## config.mk

```make
export PLATFORM = sky130hd
export DESIGN_NAME = pll_dri_master
export DESIGN_NICKNAME = d
export VERILOG_FILES = /design/src/rtl/pll_dri_master.sv
export SDC_FILE = /design/constraint.sdc
export NUM_CORES = 1
export LEC_CHECK = 0
export BUFFER_PORTS_ARGS = -buffer_cell sky130_fd_sc_hd__buf_2
export CAP_MARGIN = 20
export CELL_PAD_IN_SITES_DETAIL_PLACEMENT = 1
export CELL_PAD_IN_SITES_GLOBAL_PLACEMENT = 1
export CORE_MARGIN = 3
export CORE_UTILIZATION = 43
export DETAILED_ROUTE_END_ITERATION = 8
export GPL_ROUTABILITY_DRIVEN = 0
export PLACE_DENSITY_LB_ADDON = 0.1
export SYNTH_ARGS = -nofsm -noshare
export SYNTH_HDL_FRONTEND = slang
export SYNTH_SLANG_ARGS = --single-unit
```

## constraint.sdc

```tcl
create_clock -name clock -period 3 [get_ports clock]
set_clock_uncertainty 0.2 [all_clocks]
set_input_delay 0.6 -clock clock [delete_from_list [all_inputs] [get_ports clock]]
set_output_delay 0.6 -clock clock [all_outputs]
set_load 0.1 [all_outputs]
```

## src/rtl/pll_dri_master.sv

```systemverilog
// pll_dri_master: initiator on the PolarFire PLL Dynamic Reconfiguration Interface.
// Turns fabric valid/ready register requests into DRI strobes on a divided dri_clk
// and returns one response per request.
// Build macro PLL_DRI_TIMEOUT_EN: when defined, WAIT gives up after TIMEOUT dri_clk
// rises without ack and answers with rsp_err=1; when undefined, WAIT holds forever.
`timescale 1ns/1ps
module pll_dri_master #(
   parameter int unsigned CLK_DIV = 4,
   parameter int unsigned TIMEOUT = 255
) (
   input  logic        clock,
   input  logic        reset_n,
   input  logic        req_valid,
   output logic        req_ready,
   input  logic        req_write,
   input  logic [7:0]  req_addr,
   input  logic [31:0] req_wdata,
   output logic        rsp_valid,
   output logic [31:0] rsp_rdata,
   output logic        rsp_err,
   output logic        irq,
   output logic        dri_clk,
   output logic        dri_arst_n,
   output logic [10:0] dri_ctrl,
   output logic [32:0] dri_wdata,
   input  logic [32:0] dri_rdata,
   input  logic        dri_interrupt
);

   localparam int unsigned        DIV_W    = (CLK_DIV > 1) ? $clog2(CLK_DIV) : 1;
   localparam logic [DIV_W-1:0]   DIV_LAST = DIV_W'(CLK_DIV - 1);

   typedef enum logic [2:0] {
      IDLE   = 3'd0,
      SETUP  = 3'd1,
      STROBE = 3'd2,
      WAIT   = 3'd3,
      DONE   = 3'd4
   } state_t;

   state_t            state;
   logic [DIV_W-1:0]  div_cnt;
   logic              div_tick_c;
   logic              rise_c;
   logic              fall_c;
   logic              arst_meta;
   logic              irq_meta;
   logic              cap_write;
   logic [7:0]        cap_addr;
   logic [31:0]       cap_wdata;

`ifdef PLL_DRI_TIMEOUT_EN
   localparam int unsigned       TO_W    = $clog2(TIMEOUT + 1);
   localparam logic [TO_W-1:0]   TO_LAST = TO_W'(TIMEOUT - 1);
   logic [TO_W-1:0]              wait_cnt;
   logic                         timeout_c;
   // Current rise is the TIMEOUT-th one seen in WAIT
   assign timeout_c = (wait_cnt == TO_LAST);
`else
   logic unused_timeout;
   assign unused_timeout = (TIMEOUT == 0);
`endif

   // Rise/fall events are the clock edges on which dri_clk flips 0->1 / 1->0
   assign div_tick_c = (div_cnt == DIV_LAST);
   assign rise_c     = div_tick_c & ~dri_clk;
   assign fall_c     = div_tick_c & dri_clk;

   // New requests only while idle and the PLL side is out of reset
   assign req_ready  = (state == IDLE) & dri_arst_n;

   // Free-running dri_clk divider, half-period of CLK_DIV clocks
   always_ff @(posedge clock or negedge reset_n) begin
      if (!reset_n) begin
         div_cnt <= '0;
         dri_clk <= 1'b0;
      end else if (div_tick_c) begin
         div_cnt <= '0;
         dri_clk <= ~dri_clk;
      end else begin
         div_cnt <= div_cnt + DIV_W'(1);
      end
   end

   // Reset release to the PLL and interrupt capture, both through 2-flop syncs
   always_ff @(posedge clock or negedge reset_n) begin
      if (!reset_n) begin
         arst_meta  <= 1'b0;
         dri_arst_n <= 1'b0;
         irq_meta   <= 1'b0;
         irq        <= 1'b0;
      end else begin
         arst_meta  <= 1'b1;
         dri_arst_n <= arst_meta;
         irq_meta   <= dri_interrupt;
         irq        <= irq_meta;
      end
   end

   // Transaction FSM: capture, strobe for exactly one rise, wait for ack, respond
   always_ff @(posedge clock or negedge reset_n) begin
      if (!reset_n) begin
         state     <= IDLE;
         cap_write <= 1'b0;
         cap_addr  <= '0;
         cap_wdata <= '0;
         dri_ctrl  <= '0;
         dri_wdata <= '0;
         rsp_valid <= 1'b0;
         rsp_rdata <= '0;
         rsp_err   <= 1'b0;
`ifdef PLL_DRI_TIMEOUT_EN
         wait_cnt  <= '0;
`endif
      end else begin
         rsp_valid <= 1'b0;
         case (state)
            IDLE: begin
               if (req_valid && req_ready) begin
                  cap_write <= req_write;
                  cap_addr  <= req_addr;
                  cap_wdata <= req_wdata;
                  state     <= SETUP;
               end
            end
            SETUP: begin
               if (fall_c) begin
                  dri_ctrl  <= {1'b1, cap_write, 1'b0, cap_addr};
                  dri_wdata <= {1'b0, cap_wdata};
                  state     <= STROBE;
               end
            end
            STROBE: begin
               if (fall_c) begin
                  dri_ctrl[10] <= 1'b0;
`ifdef PLL_DRI_TIMEOUT_EN
                  wait_cnt     <= '0;
`endif
                  state        <= WAIT;
               end
            end
            WAIT: begin
               if (rise_c) begin
                  if (dri_rdata[32]) begin
                     rsp_valid <= 1'b1;
                     rsp_rdata <= cap_write ? 32'd0 : dri_rdata[31:0];
                     rsp_err   <= 1'b0;
                     state     <= DONE;
                  end
`ifdef PLL_DRI_TIMEOUT_EN
                  else if (timeout_c) begin
                     rsp_valid <= 1'b1;
                     rsp_rdata <= 32'd0;
                     rsp_err   <= 1'b1;
                     state     <= DONE;
                  end else begin
                     wait_cnt  <= wait_cnt + TO_W'(1);
                  end
`endif
               end
            end
            DONE: begin
               dri_ctrl  <= '0;
               dri_wdata <= '0;
               rsp_err   <= 1'b0;
               state     <= IDLE;
            end
            default: state <= IDLE;
         endcase
      end
   end

endmodule
```

==> summary.txt, run 1 <==
Status
  – Status: complete, no violations

Clock tree
  – CTS tree: done
  – H-tree depth: 4
  – CTS Root Cell: clkbuf_16
  – Setup Buffers After CTS: 0
  – TritonCTS Buffers: 17
  – Worst skew pair latency: roughly 400 ps
  – Clock Sinks: 126
  – Clock transition at path regs: around 50 ps
  – Clk buf depth: 2

Setup path
  – Worst-path fanout max: 10
  – Worst r2r src: div_cnt[0]$_DFF_PN0_
  – Reg2reg path depth: 5
  – Worst Path Buf+Inv: 1
  – Setup crit end: req_ready
  – Critical path arrival: 1770 ps
  – WS Path Type: flop to output pin
  – RR Endpoint: dri_wdata[28]$_DFFE_PN0P_
  – Max incr delay on CP: about 520 ps
  – Worst path required time: between 2000 and 2500 ps
  – Critical path origin: state[2]$_DFFE_PN0P_
  – Total stage count of the critical path: 2
  – Cell chain of the critical path: nor4b_4, buf_2
  – Reg-to-reg slack, setup: 770 ps
  – Slowest CP cell: dfrtp_1
  – Top delay family on crit path: flip-flops
  – CP endpoint kind: output pin
  – Crit start category: flop

STA
  – Rel. slew slack: roughly three fifths
  – RSZ-0062 raised after global routing: no
  – Final Max Tran Viols: 0
  – Worst-Margin Slew: about 630 ps
  – Max frequency: 389 MHz
  – Setup TNS: 0 ps
  – Final period util: 85.7%
  – Final hold vios: 0
  – Final min period: 2570 ps
  – Setup violators final: 0

Floorplan
  – Die extent in x: around 110 um
  – Initial Util: 44.7%
  – Cell row count: 38
  – # IOs: between 150 and 200
  – Chip height: 113 um
  – Core Area: between 10000 and 15000 um^2
  – Area of the die: between 10000 and 15000 um^2

Synthesis
  – Most frequent cells after synthesis: dfrtp_1, mux2_2, a22o_1
  – Synth cell types: 30
  – Synth Area in Compound Gates: between 8 and 9%
  – Synth Area in Simple Gates: 6.57%
  – Most frequent cell after synthesis: dfrtp_1
  – Top-area cell type share of the netlist area: 63.9%
  – Number of synthesized flops with an enable pin: 0
  – Yosys top cell by area: dfrtp_1
  – Asr flop ratio synth: 100%
  – Most used DFF post-synth: dfrtp_1
  – Synthesized area per cell: 15.0 um^2
  – Post-synthesis mux area share: 16.9%
  – Cell Area, Synth: 4940 um^2
  – Mapped Cells: between 300 and 400
  – Register area share after synthesis: a little under two thirds
  – Post-synthesis register bit count: approximately 130
  – Synth Area in Adders: less than 1%
  – Synth Warn #: 0
  – Largest family of logic cells by synthesized area: multiplexers
  – Xor and xnor area share after synthesis: less than 1%
  – Largest cells by area after synthesis: dfrtp_1, mux2_2, a22o_1

Drt
  – Final wirelength: around 11 mm
  – WL per Instance: between 15 and 20 um
  – First-pass iteration count of the detailed router: 4
  – DR iter-0 viols: ~140
  – DRC: 0
  – Total vias in the final route: between 3000 and 4000
  – DRT antenna net count: 0
  – Drt via density: slightly above 5

Placement
  – Port bufs: 156
  – DP HPWL: around 7.7 mm

Global routing
  – Total gr overflow: 0
  – Global router's overall resource usage: approximately 18%
  – Pin count of the biggest net entering global routing: 77
  – Initial antenna violation count: 0
  – First-pass GRT wire length: between 15 and 20 mm
  – Vias in the first global route: 3466

Finish
  – Antenna cell count: 0
  – P&R area growth vs syn: 29.7%
  – Nets: 567
  – Layout cells sized above 1: 53.8%

Run
  – Max-cap viol count: 0

Min path
  – Hold Path Class: input port to flop
## how the worst min path moves through the flow
stage	start	endpoint	slack, ps	cells after the start
finish	dri_interrupt	irq_meta$_DFF_PN0_	110	1
global route	dri_interrupt	irq_meta$_DFF_PN0_	90	1
CTS	dri_interrupt	irq_meta$_DFF_PN0_	90	1
detailed placement	arst_meta$_DFF_PN0_	dri_arst_n$_DFF_PN0_	140	0
global placement	irq_meta$_DFF_PN0_	irq$_DFF_PN0_	130	0
floorplan	reset_n	arst_meta$_DFF_PN0_	100	0
## layout by cell type, fill, tap and decap left out, types with 2 or more instances in the layout
cell type  instances
buf_2            155
dfrtp_1          125
mux2_2            70
a22o_1            41
nor2b_1           32
clkbuf_16         17
clkinv_2           6
buf_4              6
conb_1             4
clkbuf_1           4
nand2_1            3
mux2_4             3
a21oi_1            3
nand2b_1           2
nand3_1            2
nor3_1             2
bufinv_16          2
clkbuf_8           2
buf_12             2
## per-stage QoR
step | util, % | instance area, um^2 | worst slack (ps) | hold WS (ps) | cells
global placement | 52.6 | 5800 | 824 | 133 | 607
CTS | 57.8 | 6370 | 401 | 91.7 | 639
floorplan | - | 4940 | 79.0 | 104 | 330
detailed placement | 52.6 | 5800 | 752 | 135 | 607
finish | 58.0 | 6400 | 428 | 112 | 640
global route | 58.0 | 6400 | 366 | 90.9 | 640
## state kept, by name, summed over array words and instances, names as in the netlist
signal / count
arst_meta: 1
cap_addr: 8
cap_wdata: 32
cap_write: 1
div_cnt: 2
dri_arst_n: 1
dri_clk: 1
dri_ctrl: 10
dri_wdata: 32
irq: 1
irq_meta: 1
rsp_rdata: 32
rsp_valid: 1
state: 3
## cells by family after synthesis
group | count (synthesis)
flops | 126
mux | 73
compound gates | 49
other cells | 2
xor+xnor | 1
simple gates | 49
buf+inv | 27
fa+ha+maj | 1
## metal layers
| metal | vias to the layer above | part of all wire (%) | global-route usage, % |
|---|---|---|---|
| li1 | 1481 | - | - |
| met1 | 1632 | 42 | 21.7 |
| met2 | 107 | 49 | 30.1 |
| met3 | 15 | 6.9 | 6.74 |
| met4 | 0 | 1.9 | 7.21 |
| met5 | - | 0 | 0 |
## repair_timing
action                                 CTS  global route
endpoints found under the hold margin    6             0
hold buffers                             1             0
resized for setup                        0             0
## layout make-up
class                      count  area [um^2]
fill                        1114         4630
timing repair buffer         165          898
sequential                   126         3150
multi-input combinational    177         1610
clock buffer                  23          468
clock inverter                 8         90.1
inverter                       1         3.75
tap                          140          175
Power of run 1 is not shown: default switching activity piles up to over one toggle a cycle in this logic, so the estimate is an artifact.
==> run 2, diff against run 1 <==
- GPL_TIMING_DRIVEN: not set -> 0
==> run 2 against run 1 <==
Compared with the run above: design area increased by 2.2%; routed wire length decreased by 0.38%; die area unchanged; count of clock-buffer cells in the layout unchanged; sequential share of layout area decreased by 1.1 points; sequential cell count unchanged; via count increased by 1.5%; worst hold slack got worse by 8.4 ps; setup slack improved by 69 ps; core utilization increased by 1.3 points; register-to-register slack improved by 170 ps; critical path type unchanged.
==> summary.txt, run 2 (synthesis results as in run 1) <==
Status
  – Status: complete, no violations

STA
  – Setup violators final: 0
  – RSZ-0062 raised after global routing: no
  – Final Max Tran Viols: 0
  – Final min period: 2500 ps
  – Final hold vios: 0
  – Max frequency: ~400 MHz
  – Final period util: around 83%
  – Worst-Margin Slew: approximately 560 ps
  – Worst Slack Setup Final: between 400 and 500 ps
  – Setup TNS: 0 ps
  – Rel. slew slack: 62.6%

Clock tree
  – Setup Buffers After CTS: 0
  – Resized Gates After CTS: 0
  – TritonCTS Buffers: 17
  – Clk buf depth: 2
  – H-tree depth: 4
  – CTS Root Cell: clkbuf_16
  – Clock Sinks: roughly 130
  – Worst skew pair latency: 400 ps
  – Clock transition at path regs: roughly 50 ps
  – Cts hold-fix bufs: 1
  – CTS tree: done

Finish
  – P&R area growth vs syn: 32.5%
  – Commonest non-fill, non-tap cell in the layout: buf_2
  – Post-layout util: between 50% and 60%
  – Nets: 586
  – Fill cells: around 1200
  – Largest regs: cap_wdata x32, dri_wdata x32, rsp_rdata x32
  – Final instance area: approximately 6500 um^2
  – Layout cells sized above 1: a little over half
  – Most frequent cells in the layout: buf_2, dfrtp_1, mux2_2, a22o_1, nor2b_1
  – Antenna cell count: 0

Setup path
  – Worst-path fanout max: 10
  – Cell chain of the critical path: buf_4, nor4b_4, buf_2
  – Critical path arrival: about 1700 ps
  – WS Path Type: flop to output pin
  – Max incr delay on CP: around 480 ps
  – Worst path required time: 2200 ps
  – Crit start category: flop
  – Slowest CP cell: buf_2
  – CP endpoint kind: output pin

Placement
  – DP Area: 5930 um^2
  – Port bufs: ~160
  – Post-Place Setup Slack: 906 ps
  – DP HPWL: between 7 and 8 mm

Floorplan
  – Chip height: roughly 110 um
  – # IOs: 160
  – Cell row count: 38
  – Initial Util: roughly 45%
  – Die extent in x: around 110 um
  – Area of the die: roughly 13000 um^2
  – Core Area: approximately 11000 um^2

Global routing
  – Pin count of the biggest net entering global routing: between 80 and 90
  – Initial antenna violation count: 0
  – First-pass GRT wire length: around 19 mm
  – Global router's overall resource usage: a little under a fifth
  – Total gr overflow: 0
  – Vias in the first global route: between 3000 and 4000

Run
  – Max-cap viol count: 0

Drt
  – Total vias in the final route: ~3300
  – DR iter-0 viols: 85
  – DRT antenna net count: 0
  – WL per Instance: 16.9 um
  – Final wirelength: approximately 11 mm
  – DRC: 0
  – First-pass iteration count of the detailed router: 4
  – Drt via density: ~5.0

Min path
  – Hold Path Class: input port to flop
[run 2: changes by cell type in the layout (fill, tap and decap cells not counted), sizes merged]
cell,before,now
buf,164,176
bufinv,2,4
clkbuf,23,30
clkinv,6,2
clkinvlp,0,1
[run 2: layer usage]
layer | track usage, % | vias to the layer above | wire length [um]
met5 | 0 | - | 0
met3 | 6.26 | 12 | 766
met4 | 6.49 | 0 | 131
met2 | 32.3 | 106 | 5660
met1 | 21.8 | 1653 | 4600
li1 | - | 1514 | -
[run 2: critical path: cells and delay by family (launching register included)]
family | cells | cell delay, ps
simple gates | 1 | 280
buf+inv | 2 | 650
flops | 1 | 370
[run 2: layout make-up]
class	instances	area, um^2	area share [%]
clock buffer	23	458	7.00
inverter	1	3.75	0.0574
timing repair buffer	158	825	12.6
tap	140	175	2.68
clock inverter	7	138	2.10
buffer	26	181	2.77
sequential	126	3150	48.2
multi-input combinational	177	1610	24.5
[run 2: final timing paths]
path	to	slack, ps	cells past startpoint	startpoint
min in group asynchronous	rsp_rdata[20]$_DFFE_PN0P_	490	2	reset_n
worst max-delay path	req_ready	500	3	state[1]$_DFFE_PN0P_
worst min register to register	dri_arst_n$_DFF_PN0_	150	0	arst_meta$_DFF_PN0_
worst min-delay path	irq_meta$_DFF_PN0_	100	1	dri_interrupt
worst max register to register	rsp_rdata[24]$_DFFE_PN0P_	940	6	div_cnt[0]$_DFF_PN0_
max in group asynchronous	dri_arst_n$_DFF_PN0_	1340	3	reset_n
[run 2: metrics by stage]
step,std cells,hold WS [ps]
final,658,104
after global routing,658,85.3
after CTS,658,84.2
after detailed placement,627,137
after global placement,626,133
after floorplan,330,104
Power of run 2 is left out for the same reason.
==> run 3, diff against run 2 <==
- CORE_UTILIZATION: 43 -> 36
- clock period: 3 -> 2.1 ns (I/O delays scaled with it)
==> run 3 against run 2 <==
Compared with the run above: cell count rose by 5.9%; worst hold slack got worse by 68 ps; register-to-register slack got worse by 860 ps; non-clock buffer count rose by 4; via count rose by 1.1%; die area rose by 18%; sequential cell count did not move; setup slack got worse by 450 ps; core utilization fell by 8.9 points; routed wire length rose by 5.7%; count of clock-buffer cells in the layout fell by 1; design area rose by 2.9%.
==> summary.txt, run 3 (synthesis results as in run 1) <==
Floorplan
  – Core Area: 13300 um^2
  – Chip height: 123 um
  – Area of the die: 15200 um^2
  – Cell row count: 42
  – Die extent in x: approximately 120 um
  – Initial Util: around 37%
  – # IOs: 160

Global routing
  – First-pass GRT wire length: 18.7 mm
  – Global router's overall resource usage: between 15 and 20%
  – Total gr overflow: 0
  – Initial antenna violation count: 1
  – Vias in the first global route: approximately 3500
  – Pin count of the biggest net entering global routing: 76

Placement
  – Placed Cells incl. Taps: 663
  – Port bufs: about 160
  – DP Area: just over 6000 um^2
  – DP HPWL: just over 8 mm

Finish
  – Cell Count, Final, Fillers Out: approximately 700
  – Nets: 590
  – Final instance area: 6730 um^2
  – Post-layout util: between 50% and 60%
  – Antenna cell count: 0
  – Most frequent cells in the layout: buf_2, dfrtp_1, mux2_2, a22o_1, nor2b_1
  – Commonest non-fill, non-tap cell in the layout: buf_2
  – P&R area growth vs syn: 36.4%
  – Fill cells: 1401
  – Layout cells sized above 1: a little under three fifths
  – Largest regs: cap_wdata x32, dri_wdata x32, rsp_rdata x32

STA
  – Final period util: a little over nine tenths
  – RSZ-0062 raised after global routing: yes
  – Setup violators final: 0
  – Final hold vios: 0
  – Rel. slew slack: approximately two thirds
  – Max frequency: 487 MHz
  – Final Max Tran Viols: 0
  – Final min period: ~2000 ps
  – Worst-Margin Slew: slightly above 500 ps

Drt
  – Top Layer Used: met5
  – Routed wl met3: 957 um
  – DRC: 0
  – Met2 WL: approximately 5.5 mm
  – Total vias in the final route: between 3000 and 4000
  – DRT antenna net count: 0
  – DRT met1 WL: just over 5 mm
  – First-pass iteration count of the detailed router: 4
  – DR iter-0 viols: 132
  – Final wirelength: approximately 12 mm
  – Drt via density: between 4 and 5
  – WL per Instance: between 15 and 20 um

Clock tree
  – CTS tree: done
  – TritonCTS Buffers: 17
  – CTS Root Cell: clkbuf_16
  – Clk buf depth: 2
  – Clock transition at path regs: around 50 ps
  – Clock Sinks: approximately 130
  – Worst skew pair latency: ~400 ps
  – H-tree depth: 4

Setup path
  – WS Path Type: flop to output pin
  – Critical path arrival: between 1000 and 1500 ps
  – Worst path required time: around 1500 ps
  – Crit start category: flop
  – CP endpoint kind: output pin
  – Worst-path fanout max: 9

Run
  – Max-cap viol count: 0

Min path
  – Hold Path Class: input port to flop

Status
  – Status: complete, no violations
## run 3: changes by cell type in the layout (fill, tap and decap cells not counted), moves of 2 or more
cell,change
mux2_2,-28
mux2_4,+28
clkbuf_1,-8
buf_2,-4
buf_4,+4
clkbuf_2,+4
clkbuf_8,+3
dfrtp_1,-3
bufinv_16,-2
clkbuf_4,+2
clkinv_2,+2
dfrtp_4,+2
## run 3: repair_timing
item / 4_1_cts / 5_1_grt
endpoints found under the setup margin: 10 / 71
resized for setup: 4 / 12
endpoints found under the hold margin: 52 / 0
gates cloned: 0 / 1
buffers inserted: 4 / 1
pin swaps: 2 / 2
hold buffers: 2 / 0
## run 3: final cells by class
class                           count  area, um^2  area share [%]
Clock buffer                       22         484            7.19
Multi-Input combinational cell    177        1720            25.5
Timing Repair Buffer              165         886            13.2
Buffer                             23         171            2.55
Tap cell                          176         220            3.27
Sequential cell                   126        3160            47.0
Inverter                            1        3.75          0.0558
Clock inverter                      7        87.6            1.30
## run 3: path summary, 6_finish.rpt
path | slack, ps | from | end | cells after the start
worst min register to register | 150 | arst_meta$_DFF_PN0_ | dri_arst_n$_DFF_PN0_ | 0
worst max-delay path | 50 | state[0]$_DFFE_PN0P_ | req_ready | 2
worst max register to register | 80 | dri_clk$_DFFE_PN0N_ | rsp_rdata[0]$_DFFE_PN0P_ | 6
worst min-delay path | 40 | req_wdata[27] | cap_wdata[27]$_DFFE_PN0P_ | 2
min in group asynchronous | 320 | reset_n | rsp_valid$_DFF_PN0_ | 2
max in group asynchronous | 630 | reset_n | dri_wdata[4]$_DFFE_PN0P_ | 3
## run 3: stage by stage
stage               setup TNS, ps  setup WS [ps]  hold WS (ps)
finish                          0           46.2          35.8
global route                -87.2          -15.0          15.0
CTS                         -32.0          -32.0          15.2
detailed placement          -20.6          -20.6           137
global placement          -161700          -1710           133
floorplan                  -28920           -724         -75.6
## run 3: worst max-delay path: stages (launching register included)
cell and delay (ps):
dfrtp_2 470, nor4b_4 280, buf_6 270
## run 3: routing by layer
| metal | global-route usage [%] | vias up |
|---|---|---|
| met5 | 0 | - |
| met4 | 6.44 | 2 |
| met3 | 6.36 | 21 |
| met2 | 24.7 | 116 |
| met1 | 20.5 | 1663 |
| li1 | - | 1518 |
Power of run 3 is left out for the same reason.
